$ cat src/rtl/paddle_timer_ctrl.sv
// Paddle pot + one-shot replacement: latches a slew-limited paddle position once
// per frame and emits a PAD_OUT pulse lasting OFFSET + (POS_CUR >> SHIFT) scanlines.
module paddle_timer_ctrl #(
  parameter int POS_W       = 8,
  parameter int SHIFT       = 1,
  parameter int OFFSET      = 8,
  parameter int MAX_STEP    = 16,
  parameter int ATTRACT_POS = 128
) (
  input  logic             CLK_DRV,
  input  logic             RESET,
  input  logic             VSYNC_N,
  input  logic             HSYNC_N,
  input  logic             PAD_EN_N,
  input  logic [POS_W-1:0] POS1,
  input  logic [POS_W-1:0] POS2,
  input  logic             PLAYER2,
  input  logic             ATTRACT_N,
  output logic             PAD_OUT,
  output logic             PAD_SEL,
  output logic [POS_W-1:0] POS_CUR
);

  localparam logic [POS_W-1:0] STEP_V    = POS_W'(MAX_STEP);
  localparam logic [POS_W-1:0] ATTRACT_V = POS_W'(ATTRACT_POS);
  localparam logic [POS_W:0]   OFFSET_V  = (POS_W+1)'(OFFSET);

  typedef enum logic [1:0] {IDLE, ARMED, TIMING, DONE} state_t;

  state_t           state, state_n;
  logic [POS_W:0]   count, count_n, count_inc, pulse_len;
  logic [POS_W-1:0] pos1_p0, pos1_p1, pos2_p0, pos2_p1, target;
  logic             player2_p0, player2_p1, attract_p0, attract_p1;
  logic             vsync_p0, vsync_p1, hsync_p0, hsync_p1, pad_en_p0, pad_en_p1;
  logic             frame_latch, hs_fall, pe_fall;

  function automatic logic [POS_W-1:0] slew_step(input logic [POS_W-1:0] cur,
                                                 input logic [POS_W-1:0] tgt);
    logic [POS_W-1:0] diff;
    if (tgt > cur) begin
      diff      = tgt - cur;
      slew_step = (diff > STEP_V) ? cur + STEP_V : tgt;
    end else begin
      diff      = cur - tgt;
      slew_step = (diff > STEP_V) ? cur - STEP_V : tgt;
    end
  endfunction

  // Stage p0/p1: position buses are treated as data and carry no reset
  always_ff @(posedge CLK_DRV) begin
    pos1_p0 <= POS1;
    pos1_p1 <= pos1_p0;
    pos2_p0 <= POS2;
    pos2_p1 <= pos2_p0;
  end

  // Stage p0/p1: control synchronisers; sync copies reset high so release makes no edge
  always_ff @(posedge CLK_DRV or posedge RESET) begin
    if (RESET) begin
      player2_p0 <= 1'b0;
      player2_p1 <= 1'b0;
      attract_p0 <= 1'b0;
      attract_p1 <= 1'b0;
      vsync_p0   <= 1'b1;
      vsync_p1   <= 1'b1;
      hsync_p0   <= 1'b1;
      hsync_p1   <= 1'b1;
      pad_en_p0  <= 1'b1;
      pad_en_p1  <= 1'b1;
    end else begin
      player2_p0 <= PLAYER2;
      player2_p1 <= player2_p0;
      attract_p0 <= ATTRACT_N;
      attract_p1 <= attract_p0;
      vsync_p0   <= VSYNC_N;
      vsync_p1   <= vsync_p0;
      hsync_p0   <= HSYNC_N;
      hsync_p1   <= hsync_p0;
      pad_en_p0  <= PAD_EN_N;
      pad_en_p1  <= pad_en_p0;
    end
  end

  assign frame_latch = vsync_p1 & ~vsync_p0;
  assign hs_fall     = hsync_p1 & ~hsync_p0;
  assign pe_fall     = pad_en_p1 & ~pad_en_p0;
  assign target      = attract_p1 ? (player2_p1 ? pos2_p1 : pos1_p1) : ATTRACT_V;
  assign pulse_len   = OFFSET_V + {1'b0, POS_CUR >> SHIFT};
  assign count_inc   = count + 1'b1;

  always_comb begin
    state_n = state;
    count_n = count;
    if (frame_latch) begin
      // Frame latch wins over a simultaneous trigger and truncates a running pulse
      state_n = ARMED;
    end else begin
      case (state)
        ARMED: if (pe_fall) begin
          state_n = TIMING;
          count_n = '0;
        end
        TIMING: if (hs_fall) begin
          count_n = count_inc;
          if (count_inc == pulse_len) state_n = DONE;
        end
        default: ;
      endcase
    end
  end

  // Stage p2: FSM, pulse output and per-frame position latch
  always_ff @(posedge CLK_DRV or posedge RESET) begin
    if (RESET) begin
      state   <= IDLE;
      count   <= '0;
      PAD_OUT <= 1'b0;
      PAD_SEL <= 1'b0;
      POS_CUR <= ATTRACT_V;
    end else begin
      state   <= state_n;
      count   <= count_n;
      PAD_OUT <= (state_n == TIMING);
      if (frame_latch) begin
        PAD_SEL <= player2_p1;
        POS_CUR <= slew_step(POS_CUR, target);
      end
    end
  end

endmodule

$ cat config.mk
export PLATFORM = sky130hd
export DESIGN_NAME = paddle_timer_ctrl
export DESIGN_NICKNAME = d
export VERILOG_FILES = /design/src/rtl/paddle_timer_ctrl.sv
export SDC_FILE = /design/constraint.sdc
export NUM_CORES = 1
export LEC_CHECK = 0
export BUFFER_PORTS_ARGS = -buffer_cell sky130_fd_sc_hd__buf_2
export CORE_MARGIN = 3
export CORE_UTILIZATION = 35
export CTS_CLUSTER_DIAMETER = 120
export CTS_CLUSTER_SIZE = 16
export DETAILED_ROUTE_END_ITERATION = 6
export PLACE_DENSITY_LB_ADDON = 0.25
export SETUP_SLACK_MARGIN = 0.2
export SYNTH_ARGS = -nofsm -noshare
export SYNTH_HDL_FRONTEND = slang
export SYNTH_SLANG_ARGS = --single-unit
export TNS_END_PERCENT = 20
$ cat constraint.sdc
create_clock -name CLK_DRV -period 4.6 [get_ports CLK_DRV]
set_input_delay 0 -clock CLK_DRV [delete_from_list [all_inputs] [get_ports CLK_DRV]]
set_output_delay 0 -clock CLK_DRV [all_outputs]
set_load 0.01 [all_outputs]
==> results by group, run 1 <==
Outcome
  • Status: completed

Yosys
  • Seq/Total Area, Yosys: 44.6%
  • Synth area leaders: dfxtp_1, dfrtp_1, ha_1
  • Ys flop type: dfxtp_1
  • Unique masters post-synth: 55
  • Post-synth EDFFs: 0
  • Synth area leader: dfxtp_1
  • Yosys top cell area share: 20.1%
  • Commonest cells in the netlist: nand2_1, dfxtp_1, inv_1
  • Synthesized area: 3190 sq um
  • Most frequent cell after synthesis: nand2_1
  • Syn nets: 382
  • Yosys reg bits: 63
  • Post-synthesis instance total: 337
  • Total of warnings raised by yosys: 0
  • Avg Synthesized Cell Area: 9.48 sq um
  • Fraction of registers with async set or reset after synthesis: 49.2%

Place
  • Place WS: 1.16 ns
  • Port bufs: 32
  • Post-placement cell count: 465
  • Post-DP HPWL: 4760 um
  • Final GP Congestion: 0.826

Die
  • Core ar.: 8810 sq um
  • Row count: 34
  • Die Area: 10300 sq um
  • Die H: 102 um
  • IO Pins: 33
  • Die Width: 102 um
  • Initial Utilization: 36.3%

Power
  • Power, Total: 2260 uW
  • Seq pwr share: 31.1%
  • Pint: 1350 uW
  • P per Cell Area: 586 nW/um^2
  • LEAKAGE: 0.00174 uW
  • Combinational share of power: 48.2%
  • Worst VDD drop: 0.000264 V
  • Clock power share: 20.7%
  • Sw frac: 40.3%
  • P_sw: 909 uW

GRT
  • First-pass GRT wire length: 11300 um
  • Initial antenna violation count: 0
  • Pin count of the biggest net entering global routing: 32
  • Vias in the first global route: 2392
  • Routing usage on met3: 3.72%
  • GR Util met1: 18.8%
  • GR peak layer: met2
  • M2 GR Usage: 21.5%
  • Total track usage: 13.8%
  • Gr ovfl total: 0

STA
  • Period utilisation layout: 75.5%
  • Crit path time final: 3.47 ns
  • Hold Fails Final Rpt: 0
  • Setup-failing EPs final: 0
  • Measured slew at the worst slew-check pin: 0.868 ns
  • RSZ-0062 raised after global routing: no
  • Final Max Slew Viols: 0
  • Final worst slack: 1.13 ns
  • Rel. slew slack: 42.0%
  • Final TNS setup: 0 ns
  • Max Clk Rate: 0.288 GHz
  • Worst Skew: 0.0186 ns

Critical path
  • Slowest CP cell: dfrtp_1
  • Worst Path Required: 4.79 ns
  • Worst path bufs/invs: 2
  • Critical path arrival: 3.66 ns
  • Crit-path max FO: 9
  • Critical Path Max Stage Delay: 0.58 ns
  • Critical path cell sequence: mux2i_1 -> nor2b_1 -> inv_1 -> ha_1 -> inv_1 -> fa_1 -> a211oi_1 -> o21ai_0 -> a21o_1 -> a222oi_1 -> and2_1 -> mux2i_1 -> nor2_1 -> o21ai_0
  • Reg2Reg Depth: 14
  • Family with the most delay on the worst path: compound AO/OA/AOI/OAI gates
  • Crit start category: register
  • Crit Path Category: reg -> reg
  • Crit end category: register
  • CP Depth: 14

Finish
  • Final #Nets: 435
  • Share of layout cells above drive strength 1: 18.0%
  • Non-Filler Instances: 503
  • Area growth syn-to-layout: 20.5%
  • Ant diodes: 0

Clocking
  • CTS Buf Count: 9
  • Maximum root-to-sink buffer count: 2
  • H-Tree Depth: 3
  • CTS tree: built
  • Clock Latency Late Sink: 0.32 ns
  • Root Buffer: clkbuf_8
  • CTS sink count: 63
  • Worst-path clk slew: 0.08 ns
  • Post-CTS sizing: 0

Hold path
  • Min-delay worst type: in -> async

Drt
  • Drt initial violations: 106
  • Vias: 2498
  • DR vias/cell: 4.97
  • First-pass iteration count of the detailed router: 4
  • Post-route DRC: 0
  • Final wirelength: 6650 um
  • Final antenna-violating net count: 0
  • Wire per inst: 13.2 um

Job
  • Max-cap viol count: 0
[metal layers]
metal,wire [um],vias up
li1,-,1264
met1,3240,1168
met2,2970,58
met3,345,8
met4,91,0
met5,0,-
[metrics by stage]
stage	hold WS, ns	utilization, %	area, sq um
CTS	0.284	43.7	3850
global route	0.293	43.7	3850
detailed placement	0.104	39.0	3440
global placement	0.102	39.0	3440
finish	0.297	43.7	3850
floorplan	0.00448	-	3190
[worst paths after layout]
| kind | slack, ns | to | from |
|---|---|---|---|
| hold / removal | 0.30 | count[0] | RESET |
| setup / recovery | 1.13 | POS_CUR[2] | player2_p1 |
| min in group CLK_DRV | 0.30 | pos2_p0[1] | POS2[1] |
| hold reg to reg | 0.32 | pos1_p1[2] | pos1_p0[2] |
| max in group asynchronous | 3.97 | vsync_p0 | RESET |
| setup reg to reg | 1.13 | POS_CUR[2] | player2_p1 |
[area by class of cell]
type	count	area, sq um
clock buffer	12	145
clock inverter	4	46.3
fill	854	4960
inverter	25	93.8
multi-input combinational	236	1620
sequential	63	1430
tap	108	135
timing repair buffer	55	388
[power groups by stage]
| stage | Clock (uW) | Sequential, uW | Combinational [uW] |
|---|---|---|---|
| after floorplan | 0 | 702 | 846 |
| after global placement | 0 | 713 | 1050 |
| after detailed placement | 0 | 713 | 1060 |
| after CTS | 479 | 702 | 1090 |
| after global routing | 508 | 715 | 1230 |
| final | 468 | 701 | 1090 |
[sequential cells by signal, indices dropped and copies added, names as in the netlist, 2 cells and up]
signal and flops:
pos1_p1 8, POS_CUR 8, pos2_p0 8, pos1_p0 8
pos2_p1 8, count 9, state 2
[placed cells by master, fill, tap and decap left out, types with 4 or more instances in the layout]
master,Yosys,routed
a21o_1,7,7
a21oi_1,14,14
buf_2,3,32
clkbuf_8,0,10
dfrtp_1,24,24
dfstp_2,7,7
dfxtp_1,32,32
dlygate4sd3_1,0,22
ha_1,21,21
inv_1,25,25
mux2_2,4,4
mux2i_1,7,7
nand2_1,44,44
nand3_1,17,17
nor2_1,16,16
nor2b_1,9,9
nor3_1,9,9
o211ai_1,4,4
o21ai_0,17,17
o31ai_1,7,7
xnor2_1,5,5
xor2_1,11,11
[logic make-up (layout without fill, tap and decap cells)]
group | after synthesis | after routing | synth area share, %
AO/OA/AOI/OAI | 73 | 73 | 16.3
adder cells (fa/ha/maj) | 22 | 22 | 8.85
multiplexers | 12 | 12 | 4.07
buffers and inverters | 38 | 96 | 4.82
flip-flops | 63 | 63 | 44.6
AND/OR/NAND/NOR | 113 | 113 | 17.0
XOR/XNOR | 16 | 16 | 4.39
[repair_timing]
item                      CTS  global route
buffers inserted            0             0
hold buffers               22             0
hold endpoints to repair   45             0
[worst register-to-register path, cell delays in order, from the launching register on]
cell,delay (ns)
dfrtp_1,0.58
mux2i_1,0.24
nor2b_1,0.10
inv_1,0.06
ha_1,0.16
inv_1,0.06
fa_1,0.43
a211oi_1,0.25
o21ai_0,0.16
a21o_1,0.18
a222oi_1,0.38
and2_1,0.26
mux2i_1,0.13
nor2_1,0.24
o21ai_0,0.12
Power figures use the tool's default switching activity.
==> run 2: changes to the inputs <==
Settings changed: ABC_AREA from default to 1.
Clock period 4.6 ns to 3.02 ns, I/O delays scaled along.
==> results by group, run 2 <==
Critical path
  • Crit start category: register
  • Crit Path Category: reg -> reg
  • Crit-path max FO: 9
  • Worst Path Required: 3.24 ns
  • Family with the most delay on the worst path: simple AND/OR/NAND/NOR gates
  • Worst path bufs/invs: 5
  • Critical path arrival: 2.84 ns
  • Crit path top cell by count: nand2_1
  • Critical Path Max Stage Delay: 0.46 ns
  • Slowest CP cell: dfrtp_2
  • Crit end category: register
  • Critical path cell sequence: inv_4 -> nor2_1 -> nor3_2 -> inv_1 -> ha_1 -> inv_2 -> fa_1 -> inv_1 -> nand3_1 -> nor2_1 -> nand3_1 -> nand2_1 -> nand2_1 -> inv_2 -> nand2_4 -> nand2_2 -> nand3_4 -> nand2_1 -> o21ai_1

Die
  • Die Area: 10600 sq um
  • Row count: 34
  • Die H: 103 um
  • Die Width: 103 um
  • Core ar.: 8890 sq um
  • Initial Utilization: 36.9%
  • IO Pins: 33

STA
  • Hold Fails Final Rpt: 0
  • Rel. slew slack: 59.9%
  • Max Clk Rate: 0.383 GHz
  • Period utilisation layout: 86.6%
  • Final TNS setup: 0 ns
  • Final hold slack: 0.288 ns
  • Crit path time final: 2.61 ns
  • Final Max Slew Viols: 0
  • Setup-failing EPs final: 0
  • Worst Skew: 0.0113 ns
  • RSZ-0062 raised after global routing: no
  • Measured slew at the worst slew-check pin: 0.598 ns

Finish
  • Ant diodes: 0
  • Flip-flop count of the largest register after layout: 9
  • Final #Nets: 540
  • Area growth syn-to-layout: 23.9%
  • Commonest non-fill, non-tap cell in the layout: nand2_1
  • Most frequent cells in the layout: nand2_1, inv_1, nand3_1
  • Non-Filler Instances: 608
  • Share of layout cells above drive strength 1: 19.2%
  • Layout Utilization: 45.7%
  • Largest reg by FF count: count

Clocking
  • Clock Latency Late Sink: 0.33 ns
  • H-Tree Depth: 3
  • CTS sink count: 63
  • Maximum root-to-sink buffer count: 2
  • CTS Buf Count: 9
  • CTS tree: built
  • Worst-path clk slew: 0.08 ns
  • Root Buffer: clkbuf_8

Yosys
  • Yosys reg bits: 63
  • Synthesized area: 3280 sq um
  • Most frequent cell after synthesis: nand2_1
  • Synth area leader: dfxtp_1
  • Syn nets: 472
  • Post-synthesis instance total: 427
  • Yosys top cell area share: 19.5%
  • Avg Synthesized Cell Area: 7.67 sq um
  • Ys flop type: dfxtp_1
  • Seq/Total Area, Yosys: 43.5%
  • Fraction of registers with async set or reset after synthesis: 49.2%
  • Total of warnings raised by yosys: 0
  • Post-synth EDFFs: 0
  • Synth area leaders: dfxtp_1, dfrtp_1, nand2_1
  • Commonest cells in the netlist: nand2_1, inv_1, nand3_1
  • Unique masters post-synth: 32

Drt
  • DR vias/cell: 4.57
  • Final wirelength: 7040 um
  • Wire per inst: 11.6 um
  • Drt initial violations: 118
  • Post-route DRC: 0
  • Vias: 2779
  • Final antenna-violating net count: 0
  • First-pass iteration count of the detailed router: 4

GRT
  • Gr ovfl total: 0
  • Initial antenna violation count: 0
  • First-pass GRT wire length: 12100 um
  • Total track usage: 14.6%
  • Vias in the first global route: 2658
  • Pin count of the biggest net entering global routing: 32

Outcome
  • Status: completed

Job
  • Max-cap viol count: 0

Place
  • Port bufs: 32
  • Post-DP HPWL: 5340 um
  • Post-placement cell count: 567
  • Final GP Congestion: 0.900

Power
  • P_sw: 1680 uW
  • Worst VDD drop: 0.000499 V
  • Pint: 2000 uW
  • Sw frac: 45.8%
  • Clock power share: 19.2%
  • Combinational share of power: 52.3%
  • LEAKAGE: 0.00208 uW
  • Seq pwr share: 28.5%
  • P per Cell Area: 907 nW/um^2

Hold path
  • Min-delay worst type: in -> async
run 2: path summary, 6_finish.rpt:
path | end | cells past startpoint | from | slack [ns]
setup / recovery | POS_CUR[1] | 19 | player2_p1 | 0.41
hold / removal | count[4] | 4 | RESET | 0.29
setup reg to reg | POS_CUR[1] | 19 | player2_p1 | 0.41
hold reg to reg | pos2_p1[0] | 0 | pos2_p0[0] | 0.33
max in group asynchronous | hsync_p1 | 4 | RESET | 2.41
min in group CLK_DRV | pos1_p0[4] | 2 | POS1[4] | 0.29
run 2: per-stage QoR:
step	instance area (sq um)	setup slack [ns]	power (uW)
after floorplan	3280	0.522	2520
final	4060	0.406	3680
after global routing	4060	0.220	4040
after CTS	4010	0.282	3700
after detailed placement	3580	0.190	2950
after global placement	3580	0.215	2930
run 2: routing by layer:
metal | up-vias | wire, um | global-route usage, %
li1 | 1468 | - | -
met1 | 1243 | 3390 | 19.3
met2 | 62 | 3300 | 23.8
met3 | 6 | 269 | 3.04
met4 | 0 | 73 | 5.38
met5 | - | 0 | 0
run 2: cell type report:
class / count / area, sq um
clock inverters: 6 / 48.8
clock buffers: 10 / 149
repair buffers: 60 / 425
inverters: 71 / 269
multi-input cells: 290 / 1610
fillers: 855 / 4830
flip-flops and latches: 63 / 1430
well taps: 108 / 135
run 2: power groups by stage:
stage,clock network (uW),logic (uW),registers (uW)
detailed placement,0,1870,1070
finish,705,1920,1050
floorplan,0,1460,1070
global placement,0,1870,1070
global route,768,2210,1070
CTS,733,1910,1050
run 2: timing repair:
action	4_1_cts	5_1_grt
buffers inserted	0	3
pin swaps	0	2
hold buffers	22	0
endpoints found under the hold margin	45	0
setup endpoints to repair	2	8
resized for setup	3	10
run 2: worst reg2reg max path, delay by kind of cell, from the launching register on:
| kind | cells | cell delay (ns) |
|---|---|---|
| compound gates | 1 | 0.06 |
| simple gates | 11 | 0.96 |
| flops | 1 | 0.46 |
| fa+ha+maj | 2 | 0.59 |
| buf+inv | 5 | 0.43 |
run 2: cells by family after synthesis:
logic type | after synthesis | share of synthesized area (%)
adder cells (fa/ha/maj) | 22 | 8.63
buffers and inverters | 74 | 8.55
flip-flops | 63 | 43.5
XOR/XNOR | 13 | 3.47
AO/OA/AOI/OAI | 26 | 4.70
AND/OR/NAND/NOR | 229 | 31.2
